## src/rtl/matmul_pkg.sv

```systemverilog
// Shared types and default sizing for the systolic matmul engine output stage.
package matmul_pkg;

    localparam int unsigned ROWS_DFLT               = 4;
    localparam int unsigned COLS_DFLT               = 4;
    localparam int unsigned WORD_SIZE_DFLT          = 16;
    localparam int unsigned MEM_PORT_WIDTH_DFLT     = 64;
    localparam int unsigned MEM_ACCESS_LATENCY_DFLT = 1;

    typedef enum logic [2:0] {
        IDLE,
        COLLECT,
        WRITE,
        WAIT,
        DONE
    } state_t;

    typedef logic [WORD_SIZE_DFLT-1:0] word_t;

endpackage

```

## src/rtl/matmul_out_ctrl_if.sv

```systemverilog
// Upstream result/handshake signals and output RAM write port of the output stage.
interface matmul_out_ctrl_if
    import matmul_pkg::*;
#(
    parameter int unsigned COLS           = COLS_DFLT,
    parameter int unsigned WORD_SIZE      = WORD_SIZE_DFLT,
    parameter int unsigned MEM_PORT_WIDTH = MEM_PORT_WIDTH_DFLT
) ();

    logic                        fsm_rdy;
    logic                        fsm_done;
    logic [COLS*WORD_SIZE-1:0]   matmul_fsm_output;
    logic [COLS-1:0]             matmul_output_valid;
    logic [COLS*WORD_SIZE-1:0]   proxy_output_bus;
    logic [COLS-1:0]             proxy_out_valid_bus;
    logic                        stall;
    logic                        wr_output_rdy;
    logic                        wr_output_done;
    logic [31:0]                 mem_addr;
    logic                        mem_wr_en;
    logic [MEM_PORT_WIDTH-1:0]   mem_data;

    modport master (
        output fsm_rdy, fsm_done, matmul_fsm_output, matmul_output_valid,
               proxy_output_bus, proxy_out_valid_bus,
        input  stall, wr_output_rdy, wr_output_done, mem_addr, mem_wr_en, mem_data
    );

    modport slave (
        input  fsm_rdy, fsm_done, matmul_fsm_output, matmul_output_valid,
               proxy_output_bus, proxy_out_valid_bus,
        output stall, wr_output_rdy, wr_output_done, mem_addr, mem_wr_en, mem_data
    );

endinterface

```

## src/rtl/out_col_capture.sv

```systemverilog
// One result column: ROWS-deep buffer filled in arrival order, proxy word wins over main.
module out_col_capture #(
    parameter int unsigned ROWS      = 4,
    parameter int unsigned WORD_SIZE = 16
) (
    input  logic                             clk,
    input  logic                             rst,
    input  logic                             clear,
    input  logic                             enable,
    input  logic [WORD_SIZE-1:0]             main_word,
    input  logic                             main_valid,
    input  logic [WORD_SIZE-1:0]             proxy_word,
    input  logic                             proxy_valid,
    output logic [ROWS-1:0][WORD_SIZE-1:0]   rows
);

    localparam int unsigned CNT_W = $clog2(ROWS + 1);
    localparam int unsigned IDX_W = (ROWS > 1) ? $clog2(ROWS) : 1;

    logic [CNT_W-1:0]     cnt;
    logic [CNT_W-1:0]     base_cnt;
    logic [WORD_SIZE-1:0] sel_word;
    logic                 do_store;

    // A clear in the same cycle as the first valid still lets that word land in row 0.
    always_comb begin
        base_cnt = clear ? '0 : cnt;
        sel_word = proxy_valid ? proxy_word : main_word;
        do_store = enable && (proxy_valid || main_valid) && (base_cnt < CNT_W'(ROWS));
    end

    always_ff @(posedge clk or negedge rst) begin
        if (!rst) begin
            cnt  <= '0;
            rows <= '0;
        end else begin
            if (clear) begin
                cnt  <= '0;
                rows <= '0;
            end
            if (do_store) begin
                rows[IDX_W'(base_cnt)] <= sel_word;
                cnt                    <= base_cnt + CNT_W'(1);
            end
        end
    end

endmodule

```

## src/rtl/matmul_out_ctrl.sv

```systemverilog
// Output collection stage: gathers per-column results, then drains them row by row to RAM.
module matmul_out_ctrl
    import matmul_pkg::*;
#(
    parameter int unsigned ROWS               = ROWS_DFLT,
    parameter int unsigned COLS               = COLS_DFLT,
    parameter int unsigned WORD_SIZE          = WORD_SIZE_DFLT,
    parameter int unsigned MEM_PORT_WIDTH     = MEM_PORT_WIDTH_DFLT,
    parameter int unsigned MEM_ACCESS_LATENCY = MEM_ACCESS_LATENCY_DFLT,
    parameter int unsigned OUT_BASE_ADDR      = 0
) (
    input  logic              clk,
    input  logic              rst,
    matmul_out_ctrl_if.slave  bus
);

    localparam int unsigned ROW_W     = (ROWS > 1) ? $clog2(ROWS) : 1;
    localparam int unsigned WAIT_W    = (MEM_ACCESS_LATENCY > 1) ? $clog2(MEM_ACCESS_LATENCY) : 1;
    localparam int unsigned WAIT_INIT = (MEM_ACCESS_LATENCY > 1) ? MEM_ACCESS_LATENCY - 2 : 0;
    localparam int unsigned ROW_BITS  = COLS * WORD_SIZE;

    state_t                         state, state_d;
    logic [ROW_W-1:0]               row, row_d;
    logic [WAIT_W-1:0]              wait_cnt, wait_d;
    logic                           any_valid;
    logic                           last_row;
    logic                           cap_clear;
    logic                           cap_en;
    logic [ROWS-1:0][WORD_SIZE-1:0] col_rows [COLS];
    logic [ROW_BITS-1:0]            row_word;

    assign any_valid = (|bus.matmul_output_valid) || (|bus.proxy_out_valid_bus);
    assign last_row  = (row == ROW_W'(ROWS - 1));
    assign cap_clear = (state == IDLE) && bus.fsm_rdy;
    assign cap_en    = (state == IDLE) || (state == COLLECT);

    for (genvar c = 0; c < COLS; c++) begin : g_col
        out_col_capture #(
            .ROWS      (ROWS),
            .WORD_SIZE (WORD_SIZE)
        ) u_cap (
            .clk         (clk),
            .rst         (rst),
            .clear       (cap_clear),
            .enable      (cap_en),
            .main_word   (bus.matmul_fsm_output[c*WORD_SIZE +: WORD_SIZE]),
            .main_valid  (bus.matmul_output_valid[c]),
            .proxy_word  (bus.proxy_output_bus[c*WORD_SIZE +: WORD_SIZE]),
            .proxy_valid (bus.proxy_out_valid_bus[c]),
            .rows        (col_rows[c])
        );
    end

    // Next state; row/wait counters track the row whose write is about to be shown.
    always_comb begin
        state_d = state;
        row_d   = row;
        wait_d  = wait_cnt;
        case (state)
            IDLE: begin
                if (bus.fsm_done) begin
                    state_d = WRITE;
                    row_d   = '0;
                end else if (any_valid) begin
                    state_d = COLLECT;
                end
            end
            COLLECT: begin
                if (bus.fsm_done) begin
                    state_d = WRITE;
                    row_d   = '0;
                end
            end
            WRITE: begin
                if (MEM_ACCESS_LATENCY > 1) begin
                    state_d = WAIT;
                    wait_d  = WAIT_W'(WAIT_INIT);
                end else if (last_row) begin
                    state_d = DONE;
                end else begin
                    row_d   = row + ROW_W'(1);
                end
            end
            WAIT: begin
                if (wait_cnt != '0) begin
                    wait_d  = wait_cnt - WAIT_W'(1);
                end else if (last_row) begin
                    state_d = DONE;
                end else begin
                    state_d = WRITE;
                    row_d   = row + ROW_W'(1);
                end
            end
            DONE:    state_d = IDLE;
            default: state_d = IDLE;
        endcase
    end

    // Column 0 lands in the LSBs of the RAM word.
    always_comb begin
        row_word = '0;
        for (int c = 0; c < COLS; c++) begin
            row_word[c*WORD_SIZE +: WORD_SIZE] = col_rows[c][row_d];
        end
    end

    always_ff @(posedge clk or negedge rst) begin
        if (!rst) begin
            state              <= IDLE;
            row                <= '0;
            wait_cnt           <= '0;
            bus.stall          <= 1'b0;
            bus.wr_output_rdy  <= 1'b0;
            bus.wr_output_done <= 1'b0;
            bus.mem_wr_en      <= 1'b0;
            bus.mem_addr       <= '0;
            bus.mem_data       <= '0;
        end else begin
            state              <= state_d;
            row                <= row_d;
            wait_cnt           <= wait_d;
            bus.stall          <= (state_d == WRITE) || (state_d == WAIT);
            bus.wr_output_rdy  <= (state_d == WRITE) || (state_d == WAIT);
            bus.wr_output_done <= (state_d == DONE);
            bus.mem_wr_en      <= (state_d == WRITE);
            if (state_d == WRITE) begin
                bus.mem_addr <= 32'(OUT_BASE_ADDR) + 32'(row_d);
                bus.mem_data <= MEM_PORT_WIDTH'(row_word);
            end
        end
    end

endmodule

```

## src/flat_wrapper.sv

```systemverilog
// flat-port wrapper written by rule: the top's interface ports become plain ports
module matmul_out_ctrl_flat import matmul_pkg::*;
#(
    parameter int unsigned ROWS               = ROWS_DFLT,
    parameter int unsigned COLS               = COLS_DFLT,
    parameter int unsigned WORD_SIZE          = WORD_SIZE_DFLT,
    parameter int unsigned MEM_PORT_WIDTH     = MEM_PORT_WIDTH_DFLT,
    parameter int unsigned MEM_ACCESS_LATENCY = MEM_ACCESS_LATENCY_DFLT,
    parameter int unsigned OUT_BASE_ADDR      = 0
)
  (clk, rst, bus_fsm_rdy, bus_fsm_done, bus_matmul_fsm_output, bus_matmul_output_valid, bus_proxy_output_bus, bus_proxy_out_valid_bus, bus_stall, bus_wr_output_rdy, bus_wr_output_done, bus_mem_addr, bus_mem_wr_en, bus_mem_data);
  matmul_out_ctrl_if #(.COLS(COLS), .WORD_SIZE(WORD_SIZE), .MEM_PORT_WIDTH(MEM_PORT_WIDTH)) bus_i ();
  input  logic clk;
  input  logic rst;
  input wire logic [$bits(bus_i.fsm_rdy)-1:0] bus_fsm_rdy;
  input wire logic [$bits(bus_i.fsm_done)-1:0] bus_fsm_done;
  input wire logic [$bits(bus_i.matmul_fsm_output)-1:0] bus_matmul_fsm_output;
  input wire logic [$bits(bus_i.matmul_output_valid)-1:0] bus_matmul_output_valid;
  input wire logic [$bits(bus_i.proxy_output_bus)-1:0] bus_proxy_output_bus;
  input wire logic [$bits(bus_i.proxy_out_valid_bus)-1:0] bus_proxy_out_valid_bus;
  output wire logic [$bits(bus_i.stall)-1:0] bus_stall;
  output wire logic [$bits(bus_i.wr_output_rdy)-1:0] bus_wr_output_rdy;
  output wire logic [$bits(bus_i.wr_output_done)-1:0] bus_wr_output_done;
  output wire logic [$bits(bus_i.mem_addr)-1:0] bus_mem_addr;
  output wire logic [$bits(bus_i.mem_wr_en)-1:0] bus_mem_wr_en;
  output wire logic [$bits(bus_i.mem_data)-1:0] bus_mem_data;
  assign bus_i.fsm_rdy = bus_fsm_rdy;
  assign bus_i.fsm_done = bus_fsm_done;
  assign bus_i.matmul_fsm_output = bus_matmul_fsm_output;
  assign bus_i.matmul_output_valid = bus_matmul_output_valid;
  assign bus_i.proxy_output_bus = bus_proxy_output_bus;
  assign bus_i.proxy_out_valid_bus = bus_proxy_out_valid_bus;
  assign bus_stall = bus_i.stall;
  assign bus_wr_output_rdy = bus_i.wr_output_rdy;
  assign bus_wr_output_done = bus_i.wr_output_done;
  assign bus_mem_addr = bus_i.mem_addr;
  assign bus_mem_wr_en = bus_i.mem_wr_en;
  assign bus_mem_data = bus_i.mem_data;
  matmul_out_ctrl #(.ROWS(ROWS), .COLS(COLS), .WORD_SIZE(WORD_SIZE), .MEM_PORT_WIDTH(MEM_PORT_WIDTH), .MEM_ACCESS_LATENCY(MEM_ACCESS_LATENCY), .OUT_BASE_ADDR(OUT_BASE_ADDR)) u_core (.clk(clk), .rst(rst), .bus(bus_i));
endmodule
```

## config.mk

```make
export PLATFORM = sky130hd
export DESIGN_NAME = matmul_out_ctrl_flat
export DESIGN_NICKNAME = d
export VERILOG_FILES = /design/src/rtl/matmul_pkg.sv /design/src/rtl/matmul_out_ctrl_if.sv /design/src/rtl/out_col_capture.sv /design/src/rtl/matmul_out_ctrl.sv /design/src/flat_wrapper.sv
export SDC_FILE = /design/constraint.sdc
export NUM_CORES = 1
export LEC_CHECK = 0
export CORE_MARGIN = 1
export CORE_UTILIZATION = 55
export CTS_CLUSTER_DIAMETER = 30
export DETAILED_ROUTE_END_ITERATION = 8
export PLACE_DENSITY = 0.84
export SYNTH_ARGS = -nofsm -noshare
export SYNTH_HDL_FRONTEND = slang
export SYNTH_SLANG_ARGS = --single-unit
```

## constraint.sdc

```tcl
create_clock -name clk -period 3.75 [get_ports clk]
set_input_delay 1.125 -clock clk [delete_from_list [all_inputs] [get_ports clk]]
set_output_delay 1.125 -clock clk [all_outputs]
set_load 0.01 [all_outputs]
```

* After elaboration in Yosys (flattened, before gate mapping) *
Cells that the tools add are included.

storage, ports and cells
  flip-flop bits (word level) = 343
  bits of input ports = 140
  latch bits = 0
  ROM bits = 0
  word-level logic and storage cells = 130
  RAM bits = 0
  output and inout bits = 100
  memories = 0

operators by class
  order comparisons = 13
  multiplexer cells = 52
  multiply operators = 0
  bitwise logic cells = 0
  reduce and logical (&&, ||, !) cells = 24
  add/subtract/negate cells = 6
  divide/modulo/power cells = 0
  equality and inequality tests = 7
  shift-type cells = 0

operators by type and width
  kind                 count
  $mux 64              8
  $bwmux 64            4
  $mux 16              12
  $bmux 16 s2          4
  $demux 16 s2         4
  $mux 3               14
  $lt 2x3->1 const B   5
  $logic_and 1x1->1    13
  $add 3x1->3 const B  4
  $eq 3x2->1 const B   4
  $lt 3x3->1 const B   4
  $pmux 3 s4           1
  $ge 2x1->1 const B   4
  $reduce_or 4->1      2
  $logic_or 1x1->1     7
  $mux 2               3
  $pmux 2 s3           1
  $eq 3x1->1 const B   1
  $eq 3x3->1 const B   1
  $logic_not 3->1      1
  $add 2x1->2 const B  1
  $eq 2x2->1 const B   1
  $reduce_or 2->1      1
  $mux 1               1
  $sub 1x1->1 const B  1

* Logic depth before layout (Yosys ltp) *
  depth in word-level cells = 9
  mapped depth = 12
  depth with buffers taken out = 8

* Hierarchy *
From an unflattened synthesis, not the netlist that was laid out.

unflattened totals
  cells, all modules = 1,344
  area, all modules = 16,190.5 um^2

by module, submodules not included
  module           sequential area each (um^2)  instances  area each (um^2)  cells an instance
  out_col_capture  1,676.6                      4          2,886.5           229
  matmul_out_ctrl  1,851.8                      1          4,644.5           428

* Worst setup path before layout *
OpenSTA, ideal clock, no wires.

  path type = input -> register
  start point = input port bus_fsm_rdy
  end point = register u_core.g_col[2].u_cap.rows[54] in the netlist's numbering
  stages on the path = 10
  data arrival time = 2.948 ns
  data required time = 3.667 ns
  path buffers = 3
  path slack = 0.719 ns
  setup time = 0.083 ns
  cells stage by stage = or3b_1 -> buf_4 -> buf_2 -> nand2_1 -> inv_1 -> ha_1 -> a31oi_1 -> buf_2 -> nand2_1 -> o21ai_0

between the ends
  longest elaborated chain between the ends = 8
  elaborated cells between the ends (all ways) = 12
  those cells by class = order compare: 3; mux: 6; reduce/logical: 3

ends and longest elaborated chain
  item                                                            RTL line               RTL
  start, declared                                                 flat_wrapper.sv:15     input wire logic [$bits(bus_i.fsm_rdy)-1:0] bus_fsm_rdy;
  $logic_and 1x1->1 *                                             matmul_out_ctrl.sv:34  assign cap_clear = (state == IDLE) && bus.fsm_rdy;
  $mux 3                                                          out_col_capture.sv:27  base_cnt = clear ? '0 : cnt;
  $lt 2x3->1 (not written as such) or $ge 2x1->1 (tied branches)  out_col_capture.sv:42  rows[IDX_W'(base_cnt)] <= sel_word;
  $logic_and 1x1->1 (not written as such)                         out_col_capture.sv:42
  $mux 16 (not written as such)                                   out_col_capture.sv:42
  $demux 16 s2                                                    out_col_capture.sv:42
  $bwmux 64                                                       out_col_capture.sv:42
  $mux 64 *                                                       out_col_capture.sv:41  if (do_store) begin
  end signal, assigned by index                                   out_col_capture.sv:42
  end, declared                                                   out_col_capture.sv:14  output logic [ROWS-1:0][WORD_SIZE-1:0] rows

Mark *: on every way between the ends. The rest lies on a longest branch, timed or not.
A chain may end at the register's enable or synchronous reset.

* Final worst setup path *
  start point = input port bus_fsm_rdy
  end point = register u_core.g_col[2].u_cap.rows[62] in the netlist's numbering

Same word-level chain as after synthesis.

==> metrics.md <==
| Metric | Value |
|---|---|
| Worst Setup End Kind | flip-flop |
| First-pass GRT wire length | 81,800 µm |
| Worst-Skew Late Latency | 570 ps |
| Area occupied by multi-input gates | 7230 µm² |
| Synth warn | 0 |
| Nets | 2,225 |
| P&R area growth vs syn | 30.1% |
| Int Pwr | 13.4 mW |
| CTS max path bufs | 3 |
| Yosys top cell area share | 51.9% |
| Via count | 15,939 |
| Die area | 30,700 µm² |
| Die extent in y | 175 µm |
| CTS Hold Bufs | 0 |
| Starting Density | 55.8% |
| Synth Cell Area | 16,500 µm² |
| Tightest Pin Transition | 874 ps |
| Reg area | 8560 µm² |
| Highest Clock Rate | 0.319 GHz |
| Final hold vios | 0 |
| Tcrit/Tclk final | 83.6% |
| CTS resizes | 0 |
| Clock Skew | 20.3 ps |
| M2 GR Usage | 55.6% |
| Netlist cell types | 37 |
| Pre-antenna DRT Iters | 7 |
| Final Power | 22.6 mW |
| Net Sw Power | 9.14 mW |
| Pre-CTS worst setup slack | 176 ps |
| DRC | 0 |
| EDFF count, synth | 0 |
| CTS clock-pin slew for the worst setup and hold paths | 50 ps |
| Vias per Instance | 6.34 |
| Critical path data arrival time | 3580 ps |
| Synthesized instance count | 1,873 |
| Largest net degree at the start of global routing | 95 |
| # Post-CTS Setup Buffers | 0 |
| Post-detail-place hpwl | 29,300 µm |
| TritonCTS Buffers | 70 |
| Overflow after GRT | 0 |
| RSZ-0062 raised after global routing | false |
| Grt met1 use | 41.0% |
| Hold WC Path Type | flip-flop to flip-flop |
| Initial antenna violation count | 1 |
| GP Congestion | 0.833 |
| Core area | 29,600 µm² |
| Mean Syn Cell Area | 8.81 µm² |
| Number of core rows | 63 |
| CTS tree | built |
| FF+latch count, synth | 342 |
| CTS sink cnt | 342 |
| Fin Setup TNS | 0 ps |
| CTS root buf | clkbuf_16 |
| Final setup viols | 0 |
| Avg WL per Cell | 20.4 µm |
| Crit start category | input port |
| Initial DRC count | 2,143 |
| Crit path kind | input port to flip-flop |
| Fillcell total | 1,984 |
| Vias in the first global route | 16,117 |
| Worst vdd ir | 0.658 mV |
| CP Max Fanout | 16 |
| Status | finished clean |
| Io pins | 240 |
| Max Cap Viol | 0 |
| Clock power frac | 29.0% |
| Final Util | 72.7% |
| Final Max Tran Viols | 0 |
| Total GRT Usage | 33.7% |
| Area leader, netlist | dfrtp_1 |
| Synth area leaders | dfrtp_1 (52%), o21ai_0 (11%), nand2_1 (7.7%) |
| Total Wirelength | 51,400 µm |
| Switching Share | 40.5% |
| Tmin final | 3140 ps |
| Pwr/cell area | 1050 nW/µm² |
| GR Layer Usage met3 | 6.77% |
| Ratio of cells with drive above 1 in the final layout | 9.98% |
| Ys async rst share | 100% |
| Comb power frac | 42.1% |
| CP required | 4190 ps |
| Die Span X | 175 µm |
| Top_reg_cell synth | dfrtp_1 |
| Seq pwr share | 28.8% |
| Worst rel slew slack | 41.5% |
| DRT antenna net count | 0 |
| GR peak layer | met2 |
| Sequential area share after synthesis | 51.9% |
| CTS H-Tree Depth | 3 |
| Setup WS post-layout | 614 ps |
| Leakage | 9.50 nW |
| Port bufs | 209 |
layout make-up:
class	instances	area share [%]
flip-flops and latches	342	39.9
multi-input cells	1373	33.7
repair buffers	268	12.3
clock buffers	88	8.89
clock inverters	40	2.72
well taps	390	2.27
inverters	14	0.245
diodes	1	0.0116
layout by cell type, fill, tap and decap left out, types with 5 or more instances in the layout:
master           count
clkdlybuf4s50_1    208
dfrtp_1            340
a221o_1             64
buf_4               50
nand3_2             16
mux2i_1             64
o22ai_1             64
o21ai_1             12
nor3_1               5
clkbuf_1            10
conb_1              30
nand2_1            337
ha_1                16
clkinv_2            13
a31oi_1             82
o21ai_0            379
buf_12               9
inv_1               14
clkbuf_16           71
nor2_1             268
clkbuf_8             7
clkinvlp_4           7
bufinv_16           13
synth_stat cells, types with 2 or more instances:
master,count
o21ai_0,379
dfrtp_1,342
nand2_1,337
nor2_1,268
clkbuf_1,94
a31oi_1,83
a221o_1,64
mux2i_1,64
o22ai_1,64
buf_4,33
buf_2,28
buf_1,16
ha_1,16
nand3_2,16
inv_1,14
o21ai_1,12
nor3_1,5
a211oi_1,4
a21oi_1,4
nand2_4,4
nand3_1,4
and3_1,3
nor2b_1,3
and2_1,2
mux2_2,2
worst max-delay path, cell delays in order:
cell	delay, ps
clkdlybuf4s50_1	520
or3b_1	650
nand2_1	250
inv_1	120
ha_1	260
a31oi_1	210
buf_4	260
nand2_1	70
o21ai_0	110
power by group through the flow:
| stage | clock network (mW) | logic (mW) | registers [mW] |
|---|---|---|---|
| final | 6.55 | 9.51 | 6.51 |
| after global routing | 6.77 | 10.3 | 6.65 |
| after CTS | 6.57 | 9.33 | 6.46 |
| after detailed placement | 0 | 9.06 | 6.45 |
| after global placement | 0 | 8.69 | 6.36 |
| after floorplan | 0 | 5.72 | 6.31 |
final timing paths:
check                      cells after the start                             end                            from  slack [ps]
min in group asynchronous                      1         u_core.bus.mem_data[56]                             rst         520
setup reg to reg                               9  u_core.g_col[2].u_cap.rows[62]                 u_core.state[1]         720
hold reg to reg                                2  u_core.g_col[1].u_cap.rows[58]  u_core.g_col[1].u_cap.rows[58]         470
hold / removal                                 2  u_core.g_col[1].u_cap.rows[58]  u_core.g_col[1].u_cap.rows[58]         470
setup / recovery                               9  u_core.g_col[2].u_cap.rows[62]                     bus_fsm_rdy         610
max in group asynchronous                      2  u_core.g_col[1].u_cap.rows[59]                             rst        2300
registers in the layout (all words and copies together), names as in the netlist:
name	cells
u_core.g_col.u_cap.rows	256
u_core.bus.mem_data	64
u_core.g_col.u_cap.cnt	12
u_core.state	3
u_core.bus.mem_addr	2
u_core.row	2
u_core.bus.mem_wr_en	1
u_core.bus.stall	1
u_core.bus.wr_output_done	1
through the flow:
step / hold slack, ps / instance area, µm² / instances
2_1_floorplan: 445 / 16600 / 1902
5_1_grt: 490 / 21500 / 2516
4_1_cts: 476 / 21500 / 2515
6_report: 475 / 21500 / 2516
3_3_place_gp: 456 / 19000 / 2387
3_5_place_dp: 466 / 19000 / 2387
kinds of logic after synthesis:
logic type      Yosys count  synth area share, %
compound gates          613                 21.8
fa+ha+maj                16                 1.21
buf+inv                 187                 5.27
flops                   342                 51.9
mux                      66                 4.02
other cells               1               0.0227
simple gates            648                 15.9
routing by layer:
layer,share of wire (%),up-vias
met3,10,209
met2,49,1097
met5,0,-
met1,37,7707
met4,4.3,0
li1,-,6926
Power figures use the tool's default switching activity.
